$ cat config.mk
export PLATFORM = sky130hd
export DESIGN_NAME = fetch_stage_flat
export DESIGN_NICKNAME = d
export VERILOG_FILES = /design/src/rtl/fetch_stage_pkg.sv /design/src/rtl/fetch_stage_if.sv /design/src/rtl/fetch_skid_buf.sv /design/src/rtl/fetch_stage.sv /design/src/flat_wrapper.sv
export SDC_FILE = /design/constraint.sdc
export NUM_CORES = 1
export LEC_CHECK = 0
export ABC_AREA = 1
export CAP_MARGIN = 10
export CORE_UTILIZATION = 44
export CTS_CLUSTER_DIAMETER = 200
export CTS_CLUSTER_SIZE = 16
export DETAILED_ROUTE_END_ITERATION = 16
export PLACE_DENSITY = 0.75
export SLEW_MARGIN = 20
export SYNTH_ARGS = -nofsm -noshare
export SYNTH_HDL_FRONTEND = slang
export SYNTH_HIERARCHICAL = 1
export SYNTH_SLANG_ARGS = --single-unit
$ cat constraint.sdc
create_clock -name clk -period 1.4 [get_ports clk]
set_input_delay 0.35 -clock clk [delete_from_list [all_inputs] [get_ports clk]]
set_output_delay 0.35 -clock clk [all_outputs]
set_load 0.01 [all_outputs]
$ cat src/rtl/fetch_stage_pkg.sv
// Shared constants for the fetch stage: opcodes, bubble instruction and FSM state encodings.
package fetch_stage_pkg;

  localparam int unsigned FETCH_W = 16;

  localparam logic [4:0] OP_HALT = 5'b00000;
  localparam logic [4:0] OP_NOP  = 5'b00001;

  localparam logic [FETCH_W-1:0] NOP_INSTR = {OP_NOP, 11'b0};

  typedef enum logic [1:0] {
    FETCH  = 2'd0,
    WAIT   = 2'd1,
    HALTED = 2'd2
  } fetch_state_e;

endpackage

$ cat src/rtl/fetch_stage_if.sv
// Instruction-memory request/response handshake between the fetch stage and imem.
interface fetch_stage_if #(
  parameter int unsigned W = 16
);
  logic [W-1:0] imem_addr;
  logic         imem_req;
  logic [W-1:0] imem_rdata;
  logic         imem_done;

  modport master (output imem_addr, imem_req, input imem_rdata, imem_done);
  modport slave  (input imem_addr, imem_req, output imem_rdata, imem_done);
endinterface

$ cat src/rtl/fetch_skid_buf.sv
// One-entry skid buffer holding an (instr, pc2) pair; clear and drain take priority over load.
module fetch_skid_buf #(
  parameter int unsigned W = 16
) (
  input  logic         clk,
  input  logic         rst,
  input  logic         load,
  input  logic         drain,
  input  logic         clear,
  input  logic [W-1:0] load_instr,
  input  logic [W-1:0] load_pc2,
  output logic         valid,
  output logic [W-1:0] instr,
  output logic [W-1:0] pc2
);

  logic         valid_q, valid_d;
  logic [W-1:0] instr_q, instr_d;
  logic [W-1:0] pc2_q, pc2_d;

  always_comb begin
    valid_d = valid_q;
    instr_d = instr_q;
    pc2_d   = pc2_q;
    if (clear || drain) begin
      valid_d = 1'b0;
    end else if (load) begin
      valid_d = 1'b1;
      instr_d = load_instr;
      pc2_d   = load_pc2;
    end
  end

  always_ff @(posedge clk) begin
    if (rst) begin
      valid_q <= 1'b0;
      instr_q <= '0;
      pc2_q   <= '0;
    end else begin
      valid_q <= valid_d;
      instr_q <= instr_d;
      pc2_q   <= pc2_d;
    end
  end

  assign valid = valid_q;
  assign instr = instr_q;
  assign pc2   = pc2_q;

endmodule

$ cat src/rtl/fetch_stage.sv
// Instruction fetch stage with IF/ID register: PC, imem handshake, stall, redirect and halt.
// Define FETCH_SKID_EN to keep a word returned during a decode stall in a one-entry skid buffer.
module fetch_stage
  import fetch_stage_pkg::*;
#(
  parameter int unsigned         INSTR_W   = 16,
  parameter logic [INSTR_W-1:0]  RESET_PC  = '0,
  parameter logic [INSTR_W-1:0]  NOP_INSTR = fetch_stage_pkg::NOP_INSTR
) (
  input  logic                 clk,
  input  logic                 rst,
  fetch_stage_if.master        imem,
  input  logic                 stall_id,
  input  logic                 redirect,
  input  logic [INSTR_W-1:0]   redirect_pc,
  input  logic                 halt_id,
  output logic [INSTR_W-1:0]   if_id_instr,
  output logic [INSTR_W-1:0]   if_id_pc2,
  output logic                 if_id_valid,
  output logic                 fetch_busy
);

  fetch_state_e       state_q, state_d;
  logic [INSTR_W-1:0] pc_q, pc_d;
  logic [INSTR_W-1:0] instr_q, instr_d;
  logic [INSTR_W-1:0] pc2_q, pc2_d;
  logic               valid_q, valid_d;
  logic               squash_q, squash_d;
  logic [INSTR_W-1:0] stale_addr_q, stale_addr_d;

  logic               imem_req_c;
  logic [INSTR_W-1:0] imem_addr_c;
  logic [INSTR_W-1:0] pc_plus2;
  logic               take;

`ifdef FETCH_SKID_EN
  logic               skid_load, skid_drain, skid_clear, skid_valid;
  logic [INSTR_W-1:0] skid_instr, skid_pc2;

  fetch_skid_buf #(.W(INSTR_W)) u_skid (
    .clk        (clk),
    .rst        (rst),
    .load       (skid_load),
    .drain      (skid_drain),
    .clear      (skid_clear),
    .load_instr (imem.imem_rdata),
    .load_pc2   (pc_plus2),
    .valid      (skid_valid),
    .instr      (skid_instr),
    .pc2        (skid_pc2)
  );
`endif

  // A squashed request keeps its original address until memory completes it.
  assign imem_addr_c = squash_q ? stale_addr_q : pc_q;
  assign pc_plus2    = pc_q + INSTR_W'(2);
  assign take        = imem_req_c && imem.imem_done;

  always_comb begin
    imem_req_c = 1'b0;
    if (!rst && state_q != HALTED) begin
      imem_req_c = 1'b1;
`ifdef FETCH_SKID_EN
      if (skid_valid) imem_req_c = 1'b0;
`else
      if (state_q == FETCH && stall_id) imem_req_c = 1'b0;
`endif
    end
  end

  always_comb begin
    state_d      = state_q;
    pc_d         = pc_q;
    instr_d      = instr_q;
    pc2_d        = pc2_q;
    valid_d      = valid_q;
    squash_d     = squash_q;
    stale_addr_d = stale_addr_q;
`ifdef FETCH_SKID_EN
    skid_load    = 1'b0;
    skid_drain   = 1'b0;
    skid_clear   = 1'b0;
`endif

    if (state_q == HALTED) begin
      state_d = HALTED;
    end else if (redirect) begin
      // Redirect beats halt so a wrong-path HALT cannot freeze the core.
      pc_d    = redirect_pc;
      instr_d = NOP_INSTR;
      valid_d = 1'b0;
`ifdef FETCH_SKID_EN
      skid_clear = 1'b1;
`endif
      if (imem_req_c && !imem.imem_done) begin
        state_d      = WAIT;
        squash_d     = 1'b1;
        stale_addr_d = imem_addr_c;
      end else begin
        state_d  = FETCH;
        squash_d = 1'b0;
      end
    end else if (halt_id) begin
      state_d  = HALTED;
      instr_d  = NOP_INSTR;
      valid_d  = 1'b0;
      squash_d = 1'b0;
`ifdef FETCH_SKID_EN
      skid_clear = 1'b1;
`endif
    end else if (squash_q) begin
      if (imem.imem_done) begin
        squash_d = 1'b0;
        state_d  = FETCH;
      end
    end else begin
      state_d = (imem_req_c && !imem.imem_done) ? WAIT : FETCH;
`ifdef FETCH_SKID_EN
      if (stall_id) begin
        if (take) begin
          skid_load = 1'b1;
          pc_d      = pc_plus2;
        end
      end else if (skid_valid) begin
        instr_d    = skid_instr;
        pc2_d      = skid_pc2;
        valid_d    = 1'b1;
        skid_drain = 1'b1;
      end else if (take) begin
        instr_d = imem.imem_rdata;
        pc2_d   = pc_plus2;
        valid_d = 1'b1;
        pc_d    = pc_plus2;
      end else begin
        instr_d = NOP_INSTR;
        valid_d = 1'b0;
      end
`else
      // A word returned during a stall is dropped; pc is unchanged so it is refetched.
      if (!stall_id) begin
        if (take) begin
          instr_d = imem.imem_rdata;
          pc2_d   = pc_plus2;
          valid_d = 1'b1;
          pc_d    = pc_plus2;
        end else begin
          instr_d = NOP_INSTR;
          valid_d = 1'b0;
        end
      end
`endif
    end
  end

  always_ff @(posedge clk) begin
    if (rst) begin
      state_q      <= FETCH;
      pc_q         <= RESET_PC;
      instr_q      <= NOP_INSTR;
      pc2_q        <= '0;
      valid_q      <= 1'b0;
      squash_q     <= 1'b0;
      stale_addr_q <= '0;
    end else begin
      state_q      <= state_d;
      pc_q         <= pc_d;
      instr_q      <= instr_d;
      pc2_q        <= pc2_d;
      valid_q      <= valid_d;
      squash_q     <= squash_d;
      stale_addr_q <= stale_addr_d;
    end
  end

  assign imem.imem_req  = imem_req_c;
  assign imem.imem_addr = imem_addr_c;
  assign if_id_instr    = instr_q;
  assign if_id_pc2      = pc2_q;
  assign if_id_valid    = valid_q;
  assign fetch_busy     = (state_q == WAIT);

endmodule
$ cat src/flat_wrapper.sv
// flat-port wrapper written by rule: the top's interface ports become plain ports
module fetch_stage_flat import fetch_stage_pkg::*;
#(
  parameter int unsigned         INSTR_W   = 16,
  parameter logic [INSTR_W-1:0]  RESET_PC  = '0,
  parameter logic [INSTR_W-1:0]  NOP_INSTR = fetch_stage_pkg::NOP_INSTR
)
  (clk, rst, stall_id, redirect, redirect_pc, halt_id, if_id_instr, if_id_pc2, if_id_valid, fetch_busy, imem_imem_addr, imem_imem_req, imem_imem_rdata, imem_imem_done);
  fetch_stage_if imem_i ();
  input  logic clk;
  input  logic rst;
  input  logic stall_id;
  input  logic redirect;
  input  logic [INSTR_W-1:0] redirect_pc;
  input  logic halt_id;
  output logic [INSTR_W-1:0] if_id_instr;
  output logic [INSTR_W-1:0] if_id_pc2;
  output logic if_id_valid;
  output logic fetch_busy;
  output wire logic [$bits(imem_i.imem_addr)-1:0] imem_imem_addr;
  output wire logic [$bits(imem_i.imem_req)-1:0] imem_imem_req;
  input wire logic [$bits(imem_i.imem_rdata)-1:0] imem_imem_rdata;
  input wire logic [$bits(imem_i.imem_done)-1:0] imem_imem_done;
  assign imem_imem_addr = imem_i.imem_addr;
  assign imem_imem_req = imem_i.imem_req;
  assign imem_i.imem_rdata = imem_imem_rdata;
  assign imem_i.imem_done = imem_imem_done;
  fetch_stage #(.INSTR_W(INSTR_W), .RESET_PC(RESET_PC), .NOP_INSTR(NOP_INSTR)) u_core (.clk(clk), .rst(rst), .imem(imem_i), .stall_id(stall_id), .redirect(redirect), .redirect_pc(redirect_pc), .halt_id(halt_id), .if_id_instr(if_id_instr), .if_id_pc2(if_id_pc2), .if_id_valid(if_id_valid), .fetch_busy(fetch_busy));
endmodule
# Word-level counts from Yosys, hierarchy flattened
# Index checks and enable logic that the tools add are counted.
[totals] regBits=68
[op_classes] reduce_logical=13 n_bitwise=5 eq_ne=10 add_sub_neg=1 n_mux=29
[op_table] cell="$mux W16" n=11
[op_table] cell="$add A16 B2 Y16 const B" n=1
[op_table] cell="$mux W1" n=13
[op_table] cell="$mux W2" n=5
[op_table] cell="$ne A2 B2 Y1 const B" n=3
[op_table] cell="$reduce_and A3 Y1" n=2
[op_table] cell="$reduce_and A6 Y1" n=1
[op_table] cell="$ne A5 B5 Y1 const B" n=1
[op_table] cell="$not A1 Y1" n=5
[op_table] cell="$reduce_and A5 Y1" n=1
[op_table] cell="$logic_and A1 B1 Y1" n=4
[op_table] cell="$ne A4 B4 Y1 const B" n=1
[op_table] cell="$ne A3 B1 Y1 const B" n=1
[op_table] cell="$ne A3 B3 Y1 const B" n=1
[op_table] cell="$eq A2 B1 Y1 const B" n=1
[op_table] cell="$eq A2 B2 Y1 const B" n=1
[op_table] cell="$logic_not A1 Y1" n=2
[op_table] cell="$logic_not A2 Y1" n=1
[op_table] cell="$ne A2 B1 Y1 const B" n=1
[op_table] cell="$reduce_bool A2 Y1" n=1
[op_table] cell="$reduce_or A2 Y1" n=1

# Logic depth before layout (Yosys ltp)
[logic_depth] ltp_word=10 ltp_mapped=12 depth_no_buf=10

# Least setup slack after synthesis
# No wires, ideal clock.
[synth_timing] kind="input to register" from="in rst" to="reg u_core.pc_q[11]" path_stages=10 slack_ns=-0.031 setup_time_ns=0.112 n_path_buf=2 arrival_time_ns=1.319 path_cell_list="buf_2 -> clkinv_2 -> nand2_4 -> nor2_8 -> nand4_1 -> nand2_2 -> buf_6 -> nand2_1 -> nor2_1 -> nor2_1"
[synth_via] elab_chain_cells=6
[synth_lines] item="from (decl)" line="flat_wrapper.sv:11" text="input logic rst;"
[synth_lines] item="$logic_not A1 Y1" line="fetch_stage.sv:61" text="if (!rst && state_q != HALTED) begin"
[synth_lines] item="$logic_and A1 B1 Y1" line="fetch_stage.sv:61"
[synth_lines] item="$mux W1" line="fetch_stage.sv:61"
[synth_lines] item="net imem_imem_req" line="flat_wrapper.sv:21" text="output wire logic [$bits(imem_i.imem_req)-1:0] imem_imem_req;"
[synth_lines] item="$logic_and A1 B1 Y1" line="fetch_stage.sv:57" text="assign take = imem_req_c && imem.imem_done;"
[synth_lines] item="$reduce_bool A2 Y1 (no line)"
[synth_lines] item="$reduce_and A5 Y1 (no line)"
[synth_lines] item="to (signal assigned)" line="fetch_stage.sv:166" text="pc_q <= pc_d;"
[synth_lines] item="to (decl)" line="fetch_stage.sv:24" text="logic [INSTR_W-1:0] pc_q, pc_d;"
# The timed path passes the listed nets, and every way through them passes these cells.
# A chain may end at the register's enable or synchronous reset.

# Worst setup path in the final report
[layout_timing] from="reg u_core.squash_q" to="out imem_imem_addr[3]"
[layout_via] elab_chain_cells=1
[layout_lines] item="from (decl)" line="fetch_stage.sv:28" text="logic squash_q, squash_d;"
[layout_lines] item="from (signal assigned)" line="fetch_stage.sv:170" text="squash_q <= squash_d;"
[layout_lines] item="$mux W16" line="fetch_stage.sv:55" text="assign imem_addr_c = squash_q ? stale_addr_q : pc_q;"
[layout_lines] item="to (decl)" line="flat_wrapper.sv:20" text="output wire logic [$bits(imem_i.imem_addr)-1:0] imem_imem_addr;"
# Every way passes these cells.

==> flow_metrics.env <==
export IMPL_relSlewSlack=0.629
export IMPL_cts_buffers=9
export IMPL_synth_avg_cell_area_um2=6.75
export IMPL_peakVddDrop_mv=0.528
export IMPL_finalHoldViolCount=0
export IMPL_maxCapViolCount=0
export IMPL_ff2ff_path_depth=9
export IMPL_synth_warnings=6
export IMPL_maxClockFrequency_mhz=589
export IMPL_cts_buffer_depth=2
export IMPL_grt_usage=0.270
export IMPL_hp_class="flip-flop to flip-flop"
export IMPL_cp_start_kind="flip-flop"
export IMPL_insertion_delay_ns=0.36
export IMPL_start_util=0.454
export IMPL_violations="DRC, setup timing"
export IMPL_status="complete, but fails checks"
export IMPL_dr_pass1_iters=11
export IMPL_wl_per_cell_um=16.4
export IMPL_cts_root_buf="clkbuf_8"
export IMPL_wl_um=12100
export IMPL_drc_errors=2
export IMPL_critPathMaxStageDelay_ns=0.44
export IMPL_synth_seq_cells=68
export IMPL_cts_tree="built"
export IMPL_core_area_mm2=0.00721
export IMPL_netlist_area_leader_share=0.416
export IMPL_ant_nets=0
export IMPL_num_io_pins=89
export IMPL_min_to="u_core/stale_addr_q[9]"
export IMPL_die_area_mm2=0.00779
export IMPL_cp_end_kind="output port"
export IMPL_grt_start_max_net_pins=46
export IMPL_synth_area_leaders="dfxtp_1 42%, nand2_1 16%, nor2_1 7.7%"
export IMPL_skew_ns=0.0128
export IMPL_ctsHtreeMaxLevel=3
export IMPL_hold_path_startpoint="u_core/stale_addr_q[9]"
export IMPL_reg2reg_from="u_core/state_q[0]"
export IMPL_ys_seq_area_frac=0.416
export IMPL_crit_path_max_fanout=8
export IMPL_grt_overflow=0
export IMPL_synth_distinct_cells=30
export IMPL_fin_crit_sh=1.21
export IMPL_criticalPathCategory="flip-flop to output port"
export IMPL_synth_net_count=524
export IMPL_fin_tns_setup_ns=-13.79
export IMPL_path_buf_inv=3
export IMPL_timing_final_ws_setup_ns=-0.298
export IMPL_antenna_found_initial=0
export IMPL_place_gp_congestion=0.842
export IMPL_drive_gt1_frac=0.342
export IMPL_worst_ep_arrival_time_ns=1.35
export IMPL_power_total_mw=4.80
export IMPL_synthesis_area_mm2=0.00327
export IMPL_grt_pass1_vias=3549
export IMPL_via_count=3982
export IMPL_cts_hold_buf=0
export IMPL_power_density_mw_per_mm2=873
export IMPL_grt_pass1_wl_um=16100
export IMPL_synthCells=485
export IMPL_clk_pin_slew_ns=0.08
export IMPL_required_ns=1.05
export IMPL_routed_via_density=5.39
export IMPL_p_leak_nw=2.46
export IMPL_crit_chain="buf_12, inv_4, o21ai_2, buf_2"
export IMPL_die_height_um=88.3
export IMPL_path_delay_family="flip-flops"
export IMPL_area_growth_pct=68.1
export IMPL_num_nets_final=674
export IMPL_antenna_cells=0
export IMPL_r2r_slack_ns=-0.25
export IMPL_yosys_area_top_type="dfxtp_1"
export IMPL_drt_iter0_markers=275
export IMPL_min_path_cells=2
export IMPL_rows=31
export IMPL_dpl_hpwl_um=6600
export IMPL_r2r_end="u_core/pc_q[2]"
export IMPL_io_buffers=88
export IMPL_clkSinkCount=68
export IMPL_fin_crit_ns=1.70
export IMPL_setup_viol=82
export IMPL_rsz0062_at_grt="yes"
export IMPL_crit_slowest_cell="dfxtp_4"
export IMPL_tightest_slew_ns=0.557
export IMPL_die_w_um=88.3
export IMPL_maxSlewViolCount=0
[cell usage after synthesis, drive strengths merged]
| cell | number |
|---|---|
| nor2 | 72 |
| a32oi | 1 |
| nand2 | 141 |
| a31oi | 1 |
| nand3 | 26 |
| dfxtp | 68 |
| ha | 1 |
| mux2i | 1 |
| nand4 | 8 |
| o22ai | 1 |
| a21oi | 43 |
| nor3 | 1 |
| clkinv | 2 |
| clkbuf | 10 |
| xnor2 | 1 |
| xor2 | 2 |
| buf | 15 |
| o21ai | 50 |
| inv | 41 |
[area by class of cell]
cell class	count	area (µm²)
Clock buffer	9	124
Sequential cell	68	1370
Inverter	43	191
Timing Repair Buffer	162	1590
Fill cell	516	1710
Multi-Input combinational cell	350	2020
Clock inverter	7	73.8
Tap cell	99	124
Timing Repair inverter	1	6.26
[tightest hold or removal path, stage by stage, from the launching register on]
cell	delay (ns)
dfxtp_1	0.31
inv_1	0.04
a21oi_1	0.05
[per-layer routing]
metal  GRT usage  share of wire  vias to the layer above
li1            -              -                     1859
met1       0.313           0.38                     1868
met2       0.481           0.50                      197
met3      0.0550          0.069                       58
met4       0.117          0.042                        0
met5           0              0                        -
[where the power goes]
group / internal [mW] / total, mW / switching (mW)
clock network: 0.831 / 1.67 / 0.839
logic: 0.511 / 1.09 / 0.575
registers: 2.00 / 2.05 / 0.0462
[cells in the final DEF, fill, tap and decap left out, types with 3 or more instances in the layout]
| cell | synthesis | final |
|---|---|---|
| nor2_2 | 3 | 13 |
| dlygate4sd2_1 | 0 | 36 |
| nand3_2 | 1 | 3 |
| nand2_2 | 3 | 17 |
| dfxtp_2 | 0 | 3 |
| buf_6 | 4 | 18 |
| nor2_4 | 0 | 4 |
| clkbuf_8 | 0 | 9 |
| nand3_4 | 1 | 3 |
| buf_12 | 0 | 7 |
| o21ai_2 | 0 | 23 |
| a21oi_1 | 43 | 27 |
| o21ai_0 | 50 | 5 |
| inv_4 | 0 | 3 |
| nor2_1 | 67 | 54 |
| buf_2 | 6 | 11 |
| buf_4 | 3 | 50 |
| a21oi_2 | 0 | 16 |
| nand2_1 | 136 | 116 |
| dfxtp_1 | 68 | 63 |
| o21ai_4 | 0 | 6 |
| clkbuf_16 | 0 | 4 |
| inv_1 | 39 | 36 |
| nand4_1 | 8 | 8 |
| o21ai_1 | 0 | 16 |
| clkdlybuf4s50_1 | 0 | 33 |
| nand2_4 | 2 | 7 |
| nand3_1 | 24 | 20 |
[cells by family after synthesis]
logic type | after synthesis | synth area share
and+or+nand+nor | 248 | 0.325
AOI/OAI and AO/OA | 96 | 0.149
adders and majority gates | 1 | 0.00382
muxes | 1 | 0.00306
xor gates and xnor gates | 3 | 0.00803
buffers and inverters | 68 | 0.0952
DFF | 68 | 0.416
[through the flow]
stage / worst slack, ns / std cells / utilization / hold WS [ns] / area [µm²]
final: -0.298 / 739 / 0.763 / 0.447 / 5500
after global routing: -0.310 / 739 / 0.763 / 0.469 / 5500
after detailed placement: -0.666 / 709 / 0.649 / 0.436 / 4680
after global placement: -0.618 / 709 / 0.649 / 0.432 / 4680
after CTS: -0.214 / 732 / 0.712 / 0.448 / 5130
after floorplan: -0.00452 / 485 / - / 0.423 / 3320
[sequential cells by signal, indices dropped and copies added (netlist names)]
name / count
u_core/if_id_instr: 16
u_core/if_id_pc2: 16
u_core/stale_addr_q: 16
u_core/squash_q: 1
u_core/state_q: 2
u_core/pc_q: 16
u_core/if_id_valid: 1
[what timing repair did]
action	4_1_cts	5_1_grt
buffers inserted	3	3
pin swaps	14	27
gates cloned	5	5
setup endpoints to repair	117	82
endpoints found under the hold margin	0	0
gates resized for setup	213	82
[worst max path at each step]
stage | startpoint | end | slack (ns) | depth (start not counted)
2_1_floorplan | rst | u_core/pc_q[11] | -0.005 | 10
3_3_place_gp | stall_id | imem_imem_req | -0.62 | 5
3_5_place_dp | stall_id | imem_imem_req | -0.67 | 5
4_1_cts | u_core/squash_q | imem_imem_addr[3] | -0.21 | 4
5_1_grt | u_core/squash_q | imem_imem_addr[3] | -0.31 | 4
6_report | u_core/squash_q | imem_imem_addr[3] | -0.30 | 4
Note: power is estimated with default switching activity, not from simulation.
